### src/rtl/board_pkg.sv
// Shared types and constants for the 2048 board move engine.
// Direction codes, FSM states and the line-to-cell index mapping.
package board_pkg;

   localparam int NUM_CELLS = 16;
   localparam int LINE_CELLS = 4;
   localparam int MAX_EXP = 11;
   localparam logic [15:0] LFSR_MASK = 16'hB400;

   typedef enum logic [1:0] {
      DIR_UP    = 2'd0,
      DIR_DOWN  = 2'd1,
      DIR_LEFT  = 2'd2,
      DIR_RIGHT = 2'd3
   } dir_e;

   typedef enum logic [2:0] {
      S_IDLE,
      S_LINE,
      S_CHECK,
      S_SPAWN,
      S_INIT,
      S_EVAL
   } state_e;

   // Cell k of line ln, where k=0 sits on the edge the move slides toward.
   function automatic logic [3:0] cell_idx(
      input dir_e       d,
      input logic [1:0] ln,
      input logic [1:0] k
   );
      logic [1:0] rk;
      rk = 2'd3 - k;
      cell_idx = {ln, k};
      unique case (d)
         DIR_LEFT:  cell_idx = {ln, k};
         DIR_RIGHT: cell_idx = {ln, rk};
         DIR_UP:    cell_idx = {k, ln};
         DIR_DOWN:  cell_idx = {rk, ln};
         default:   ;
      endcase
   endfunction

endpackage

### src/rtl/board_move_engine_if.sv
// Command bus of the move engine: move request handshake and board preload.
// The engine owns move_ready; the controller drives everything else.
interface board_move_engine_if
   import board_pkg::*;
#(
   parameter int NUM_WIDTH = 4
);
   logic                              move_valid;
   logic [1:0]                        move_dir;
   logic                              move_ready;
   logic                              load_valid;
   logic [0:NUM_WIDTH*NUM_CELLS-1]    load_board;

   modport master (
      output move_valid, move_dir, load_valid, load_board,
      input  move_ready
   );

   modport slave (
      input  move_valid, move_dir, load_valid, load_board,
      output move_ready
   );
endinterface

### src/rtl/board_move_engine_line_merge4.sv
// Combinational 2048 slide/merge of one 4-cell line toward a0.
// Single merge pass: a merged result cannot merge again in the same move.
module line_merge4
   import board_pkg::*;
#(
   parameter int NUM_WIDTH = 4,
   parameter int MAX_EXP   = board_pkg::MAX_EXP
) (
   input  logic [NUM_WIDTH-1:0] a0,
   input  logic [NUM_WIDTH-1:0] a1,
   input  logic [NUM_WIDTH-1:0] a2,
   input  logic [NUM_WIDTH-1:0] a3,
   output logic [NUM_WIDTH-1:0] b0,
   output logic [NUM_WIDTH-1:0] b1,
   output logic [NUM_WIDTH-1:0] b2,
   output logic [NUM_WIDTH-1:0] b3,
   output logic                 changed,
   output logic [19:0]          score_inc
);
   typedef logic [NUM_WIDTH-1:0] cell_t;
   localparam cell_t CAP = cell_t'(MAX_EXP);

   cell_t      in_c [LINE_CELLS];
   cell_t      cmp  [LINE_CELLS];
   cell_t      mrg  [LINE_CELLS];
   cell_t      out_c[LINE_CELLS];
   logic [2:0] n;

   always_comb begin
      in_c = '{a0, a1, a2, a3};
      cmp = '{default: '0};
      out_c = '{default: '0};
      score_inc = '0;
      n = '0;
      for (int i = 0; i < LINE_CELLS; i++) begin
         if (in_c[i] != '0) begin
            cmp[n[1:0]] = in_c[i];
            n = n + 3'd1;
         end
      end
      mrg = cmp;
      for (int i = 0; i < LINE_CELLS - 1; i++) begin
         if (mrg[i] != '0 && mrg[i] == mrg[i+1] && mrg[i] < CAP) begin
            mrg[i] = mrg[i] + cell_t'(1);
            mrg[i+1] = '0;
            score_inc = score_inc + (20'd1 << mrg[i]);
         end
      end
      n = '0;
      for (int i = 0; i < LINE_CELLS; i++) begin
         if (mrg[i] != '0) begin
            out_c[n[1:0]] = mrg[i];
            n = n + 3'd1;
         end
      end
   end

   assign b0 = out_c[0];
   assign b1 = out_c[1];
   assign b2 = out_c[2];
   assign b3 = out_c[3];
   assign changed = {b0, b1, b2, b3} != {a0, a1, a2, a3};

endmodule

### src/rtl/board_move_engine.sv
// 2048 game-logic stage: runs moves line by line on a working board,
// spawns tiles, and commits board/score to the renderers only at EVAL.
module board_move_engine
   import board_pkg::*;
#(
   parameter int          NUM_WIDTH = 4,
   parameter int          MAX_EXP   = board_pkg::MAX_EXP,
   parameter logic [15:0] LFSR_SEED = 16'hACE1
) (
   input  logic                           dclk,
   input  logic                           clr_n,
   input  logic                           start,
   board_move_engine_if.slave             cmd,
   output logic [0:NUM_WIDTH*NUM_CELLS-1] board_state,
   output logic [19:0]                    score,
   output logic                           won,
   output logic                           lost,
   output logic                           busy
);
   typedef logic [NUM_WIDTH-1:0] cell_t;
   localparam cell_t CAP = cell_t'(MAX_EXP);
   localparam int BW = NUM_WIDTH * NUM_CELLS;

   state_e      state;
   dir_e        dir;
   logic [1:0]  line;
   logic        chg;
   logic [3:0]  ptr;
   logic        second;
   logic [19:0] wscore;
   logic [15:0] lfsr;
   cell_t       wb [NUM_CELLS];

   logic [3:0]  li [LINE_CELLS];
   cell_t       a  [LINE_CELLS];
   cell_t       b  [LINE_CELLS];
   logic        lchg;
   logic [19:0] linc;
   logic [20:0] ssum;
   logic [19:0] sat;
   logic [0:BW-1] wb_flat;
   logic        any_max, any_zero, any_pair;
   logic        ready;
   cell_t       tile;

   always_comb begin
      for (int k = 0; k < LINE_CELLS; k++) begin
         li[k] = cell_idx(dir, line, 2'(k));
         a[k] = wb[li[k]];
      end
   end

   line_merge4 #(
      .NUM_WIDTH(NUM_WIDTH),
      .MAX_EXP  (MAX_EXP)
   ) u_merge (
      .a0       (a[0]),
      .a1       (a[1]),
      .a2       (a[2]),
      .a3       (a[3]),
      .b0       (b[0]),
      .b1       (b[1]),
      .b2       (b[2]),
      .b3       (b[3]),
      .changed  (lchg),
      .score_inc(linc)
   );

   assign ssum = {1'b0, wscore} + {1'b0, linc};
   assign sat = ssum[20] ? 20'hFFFFF : ssum[19:0];
   assign tile = (lfsr[7:5] == 3'd0) ? cell_t'(2) : cell_t'(1);

   always_comb begin
      wb_flat = '0;
      any_max = 1'b0;
      any_zero = 1'b0;
      any_pair = 1'b0;
      for (int i = 0; i < NUM_CELLS; i++) begin
         wb_flat[i*NUM_WIDTH +: NUM_WIDTH] = wb[i];
         if (wb[i] == CAP) any_max = 1'b1;
         if (wb[i] == '0) any_zero = 1'b1;
      end
      // Capped tiles never merge, so an equal pair of them is not a move.
      for (int r = 0; r < 4; r++) begin
         for (int c = 0; c < 3; c++) begin
            if (wb[r*4+c] == wb[r*4+c+1] && wb[r*4+c] < CAP)
               any_pair = 1'b1;
            if (wb[c*4+r] == wb[c*4+r+4] && wb[c*4+r] < CAP)
               any_pair = 1'b1;
         end
      end
   end

   assign ready = (state == S_IDLE) && !lost;
   assign cmd.move_ready = ready;
   assign busy = (state != S_IDLE);

   always_ff @(posedge dclk or negedge clr_n) begin
      if (!clr_n) begin
         state <= S_IDLE;
         dir <= DIR_UP;
         line <= '0;
         chg <= 1'b0;
         ptr <= '0;
         second <= 1'b0;
         wscore <= '0;
         score <= '0;
         won <= 1'b0;
         lost <= 1'b0;
         board_state <= '0;
         lfsr <= LFSR_SEED;
         for (int i = 0; i < NUM_CELLS; i++) wb[i] <= '0;
      end else begin
         lfsr <= (lfsr >> 1) ^ (lfsr[0] ? LFSR_MASK : 16'h0);
         if (start) begin
            state <= S_INIT;
         end else begin
            unique case (state)
               S_IDLE: begin
                  if (cmd.load_valid) begin
                     for (int i = 0; i < NUM_CELLS; i++)
                        wb[i] <= cmd.load_board[i*NUM_WIDTH +: NUM_WIDTH];
                     wscore <= '0;
                     won <= 1'b0;
                     lost <= 1'b0;
                     state <= S_EVAL;
                  end else if (cmd.move_valid && ready) begin
                     dir <= dir_e'(cmd.move_dir);
                     for (int i = 0; i < NUM_CELLS; i++)
                        wb[i] <= board_state[i*NUM_WIDTH +: NUM_WIDTH];
                     wscore <= score;
                     line <= '0;
                     chg <= 1'b0;
                     state <= S_LINE;
                  end
               end
               S_LINE: begin
                  for (int k = 0; k < LINE_CELLS; k++) wb[li[k]] <= b[k];
                  chg <= chg | lchg;
                  wscore <= sat;
                  line <= line + 2'd1;
                  if (line == 2'd3) state <= S_CHECK;
               end
               S_CHECK: begin
                  ptr <= lfsr[3:0];
                  second <= 1'b0;
                  state <= chg ? S_SPAWN : S_IDLE;
               end
               S_SPAWN: begin
                  if (wb[ptr] == '0) begin
                     wb[ptr] <= tile;
                     if (second) begin
                        ptr <= lfsr[3:0];
                        second <= 1'b0;
                     end else begin
                        state <= S_EVAL;
                     end
                  end else begin
                     ptr <= ptr + 4'd1;
                  end
               end
               S_INIT: begin
                  for (int i = 0; i < NUM_CELLS; i++) wb[i] <= '0;
                  wscore <= '0;
                  won <= 1'b0;
                  lost <= 1'b0;
                  ptr <= lfsr[3:0];
                  second <= 1'b1;
                  state <= S_SPAWN;
               end
               S_EVAL: begin
                  board_state <= wb_flat;
                  score <= wscore;
                  won <= won | any_max;
                  lost <= ~any_zero & ~any_pair;
                  state <= S_IDLE;
               end
               default: state <= S_IDLE;
            endcase
         end
      end
   end

endmodule

### src/flat_wrapper.sv
// flat-port wrapper written by rule: the top's interface ports become plain ports
module board_move_engine_flat import board_pkg::*;
#(
   parameter int          NUM_WIDTH = 4,
   parameter int          MAX_EXP   = board_pkg::MAX_EXP,
   parameter logic [15:0] LFSR_SEED = 16'hACE1
)
  (dclk, clr_n, start, board_state, score, won, lost, busy, cmd_move_valid, cmd_move_dir, cmd_load_valid, cmd_load_board, cmd_move_ready);
  board_move_engine_if #(.NUM_WIDTH(NUM_WIDTH)) cmd_i ();
  input  logic dclk;
  input  logic clr_n;
  input  logic start;
  output logic [0:NUM_WIDTH*NUM_CELLS-1] board_state;
  output logic [19:0] score;
  output logic won;
  output logic lost;
  output logic busy;
  input wire logic [$bits(cmd_i.move_valid)-1:0] cmd_move_valid;
  input wire logic [$bits(cmd_i.move_dir)-1:0] cmd_move_dir;
  input wire logic [$bits(cmd_i.load_valid)-1:0] cmd_load_valid;
  input wire logic [$bits(cmd_i.load_board)-1:0] cmd_load_board;
  output wire logic [$bits(cmd_i.move_ready)-1:0] cmd_move_ready;
  assign cmd_i.move_valid = cmd_move_valid;
  assign cmd_i.move_dir = cmd_move_dir;
  assign cmd_i.load_valid = cmd_load_valid;
  assign cmd_i.load_board = cmd_load_board;
  assign cmd_move_ready = cmd_i.move_ready;
  board_move_engine #(.NUM_WIDTH(NUM_WIDTH), .MAX_EXP(MAX_EXP), .LFSR_SEED(LFSR_SEED)) u_core (.dclk(dclk), .clr_n(clr_n), .start(start), .cmd(cmd_i), .board_state(board_state), .score(score), .won(won), .lost(lost), .busy(busy));
endmodule
### config.mk
export PLATFORM = sky130hd
export DESIGN_NAME = board_move_engine_flat
export DESIGN_NICKNAME = d
export VERILOG_FILES = /design/src/rtl/board_pkg.sv /design/src/rtl/board_move_engine_if.sv /design/src/rtl/board_move_engine_line_merge4.sv /design/src/rtl/board_move_engine.sv /design/src/flat_wrapper.sv
export SDC_FILE = /design/constraint.sdc
export NUM_CORES = 1
export LEC_CHECK = 0
export CAP_MARGIN = 10
export CORE_UTILIZATION = 25
export CTS_CLUSTER_SIZE = 20
export DETAILED_ROUTE_END_ITERATION = 12
export MAX_ROUTING_LAYER = met4
export PLACE_DENSITY = 0.44
export SETUP_SLACK_MARGIN = 0.1
export SYNTH_ARGS = -nofsm -noshare
export SYNTH_HDL_FRONTEND = slang
export SYNTH_HIERARCHICAL = 1
export SYNTH_SLANG_ARGS = --single-unit
export TNS_END_PERCENT = 30
### constraint.sdc
create_clock -name dclk -period 40.1 [get_ports dclk]
set_input_delay 8.02 -clock dclk [delete_from_list [all_inputs] [get_ports dclk]]
set_output_delay 8.02 -clock dclk [all_outputs]
set_load 0.02 [all_outputs]
==> flow_metrics.tcl <==
set metrics [dict create \
    outcome "complete, no violations" \
    synth_area_per_cell_sq_um 7.95 \
    postCtsSetupBuffers 0 \
    tns_ns 0 \
    die-area_sq_um 87300 \
    reg2reg_from "u_core/dir[1]" \
    ys_seq_area_share_pct 23.2 \
    antenna_found_initial 1 \
    htree_levels 4 \
    multi_input_area_sq_um 15400 \
    max-slew-margin-rel_pct 14.1 \
    hold_ws_ns 0.359 \
    synth_seq_cells 199 \
    synth_cell_type_count 103 \
    cts_resized 0 \
    routedWlPerCell_um 25.3 \
    drive_gt1_share_pct 8.04 \
    ioPinCount 159 \
    fp-row-count 107 \
    first_iter_violations 2076 \
    fin_crit_ns 14.61 \
    fin_skew_ns 0.0243 \
    cp_max_fo 54 \
    rsz0062_at_grt "no" \
    hp-start "u_core/lfsr[9]" \
    min_to "u_core/lfsr[8]" \
    arrival_ns 15.00 \
    routed_wl_um 98300 \
    yosysMostFrequentCell "nand2_1" \
    clock-sinks 199 \
    worstHoldPathCells 0 \
    tightest_slew_ns 1.28 \
    hp-class "flop to flop" \
    max_freq_mhz 68.4 \
    ctsHoldBuffers 0 \
    cts.path.max_buffers 2 \
    postSynth.asyncResetShare_pct 100 \
    synth_top_flop_cell "dfrtp_1" \
    numCtsBuffers 17 \
    critPathCaptureType "flop" \
    place_area_sq_um 24400 \
    timing.critical_path.from "u_core/dir[1]" \
    timing_worst_setup_path_type "flop to flop" \
    drtAntennaViolNets 0 \
    r2r_slack_ns 25.49 \
    seq_area_sq_um 4990 \
    cp-start-kind "flop" \
    ys_warn_count 6 \
    clk_pin_slew_ns 0.10 \
    grt_pass1_vias 21400 \
    cts_tree "built" \
    grt_pass1_wl_um 145000 \
    fin_area_sq_um 25000 \
    die_x_um 296 \
    hpwl_um 72400 \
    critPathMostFrequentCell "a21oi_1" \
    via_per_inst 5.62 \
    netlist_instances 2710 \
    firstDrtPassIters 6 \
    synth-edff-count 0 \
    die_h_um 296 \
    ys_top_cells_by_count "267 x nand2_1, 208 x nor2_1, 206 x a21oi_1" \
    gr-total-overflow 0 \
    synthesis.area_sq_um 21500 \
    drc 0 \
    num_vias 21800 \
    synth_area_leader_cell "dfrtp_1" \
    gp_congestion 0.996 \
    cts-root-buf "clkbuf_16" \
    worstRegToRegCells 59 \
    hold_violations 0 \
    slew_viol_final 0 \
    track_usage_pct 22.9 \
    finalCritPeriodShare_pct 36.4 \
    synth_top_area_share_pct 22.2 \
    worstPathRequired_ns 40.48 \
    r2r_end "u_core/wscore[12]" \
    grt_max_degree 77 \
    n_antenna_cell 0 \
    setup_viol 0 \
    crit_slowest_cell "ha_1" \
    area_delta_synth_final_pct 16.1 \
    core_area_sq_um 85300 \
    yosys-top-cells-area "dfrtp_1 22%, mux2i_1 7.4%, mux2_1 5.4%" \
    slowest_delay_ns 0.78 \
    fillerInstances 9108 \
    io_buffers 158 \
    drv_cap 0 \
    initial_core_util_pct 25.3 \
    clock_latency_ns 0.50 \
    nNetsFinal 2878 \
]
[kinds of logic after synthesis]
| group | after synthesis | share of synthesized area [%] |
|---|---|---|
| xor gates and xnor gates | 157 | 6.38 |
| adders and majority gates | 82 | 4.87 |
| DFF | 199 | 23.2 |
| AOI/OAI and AO/OA | 808 | 24.6 |
| and+or+nand+nor | 830 | 18.9 |
| other | 1 | 0.0174 |
| muxes | 301 | 16.0 |
| buffers and inverters | 332 | 6.09 |
[cell usage in the layout, fill, tap and decap left out, drive strengths merged, types with 17 or more instances in the layout]
cell and count:
mux4 22, xnor2 57, nor4 25, o211ai 32, nor2b 48, buf 94, clkdlybuf4s50 156, mux2 119
or4 23, a21oi 207, o221ai 17, nand2 267, nand3 56, nor2 208, nor3 33, ha 79
and3 31, clkbuf 19, a31oi 37, o21bai 22, xor2 100, nand2b 22, o21ai 179, o22ai 50
dfrtp 191, a21o 17, and2 39, a211oi 67, mux2i 160, a22oi 17, inv 82, o31ai 18
a221oi 23
[critical path: cells and delay by family (launching register included)]
family	cells	cell delay [ns]
AOI/OAI and AO/OA	31	6.27
xor gates and xnor gates	1	0.10
adders and majority gates	7	2.49
buffers and inverters	5	1.77
DFF	1	0.33
muxes	2	0.72
and+or+nand+nor	13	2.74
[metrics by stage]
| stage | utilization, % | instances | worst slack, ns |
|---|---|---|---|
| 5_1_grt | 29.3 | 3882 | 24.34 |
| 6_report | 29.3 | 3882 | 25.49 |
| 3_3_place_gp | 28.6 | 3849 | 25.95 |
| 3_5_place_dp | 28.6 | 3849 | 25.65 |
| 2_1_floorplan | - | 2711 | 27.08 |
| 4_1_cts | 29.3 | 3881 | 25.62 |
[sequential cells by signal (all words and copies together) (netlist names), 2 cells and up]
| register | count |
|---|---|
| u_core/lfsr | 16 |
| u_core/wscore | 20 |
| u_core/score | 20 |
| u_core/line | 2 |
| u_core/wb | 64 |
| u_core/state | 3 |
| u_core/board_state | 64 |
| u_core/ptr | 4 |
| u_core/dir | 2 |
[per-layer routing]
metal  share of wire [%]  track usage (%)  up-vias
met1                  43             29.0    10800
met3                 5.4             2.55      202
met2                  46             36.7      863
met5                   0                -        -
met4                 4.7             10.2        0
li1                    -                -     9969
[worst max-delay path by stage]
stage                              to  depth (start not counted)
finish              u_core/wscore[12]                         59
global route        u_core/wscore[12]                         56
CTS                 u_core/wscore[12]                         59
detailed placement  u_core/wscore[12]                         59
global placement    u_core/wscore[12]                         59
floorplan           u_core/wscore[12]                         63
[cell type report]
type / instances / share of cell area [%]
multi-input cells: 2180 / 61.5
flip-flops and latches: 199 / 20.0
repair buffers: 251 / 9.12
well taps: 1144 / 5.72
clock buffers: 18 / 1.76
inverters: 76 / 1.14
clock inverters: 14 / 0.756
Power is left out: the tool's default activity adds up to more than one toggle a clock period on the data nets, which glitch-free logic cannot reach.
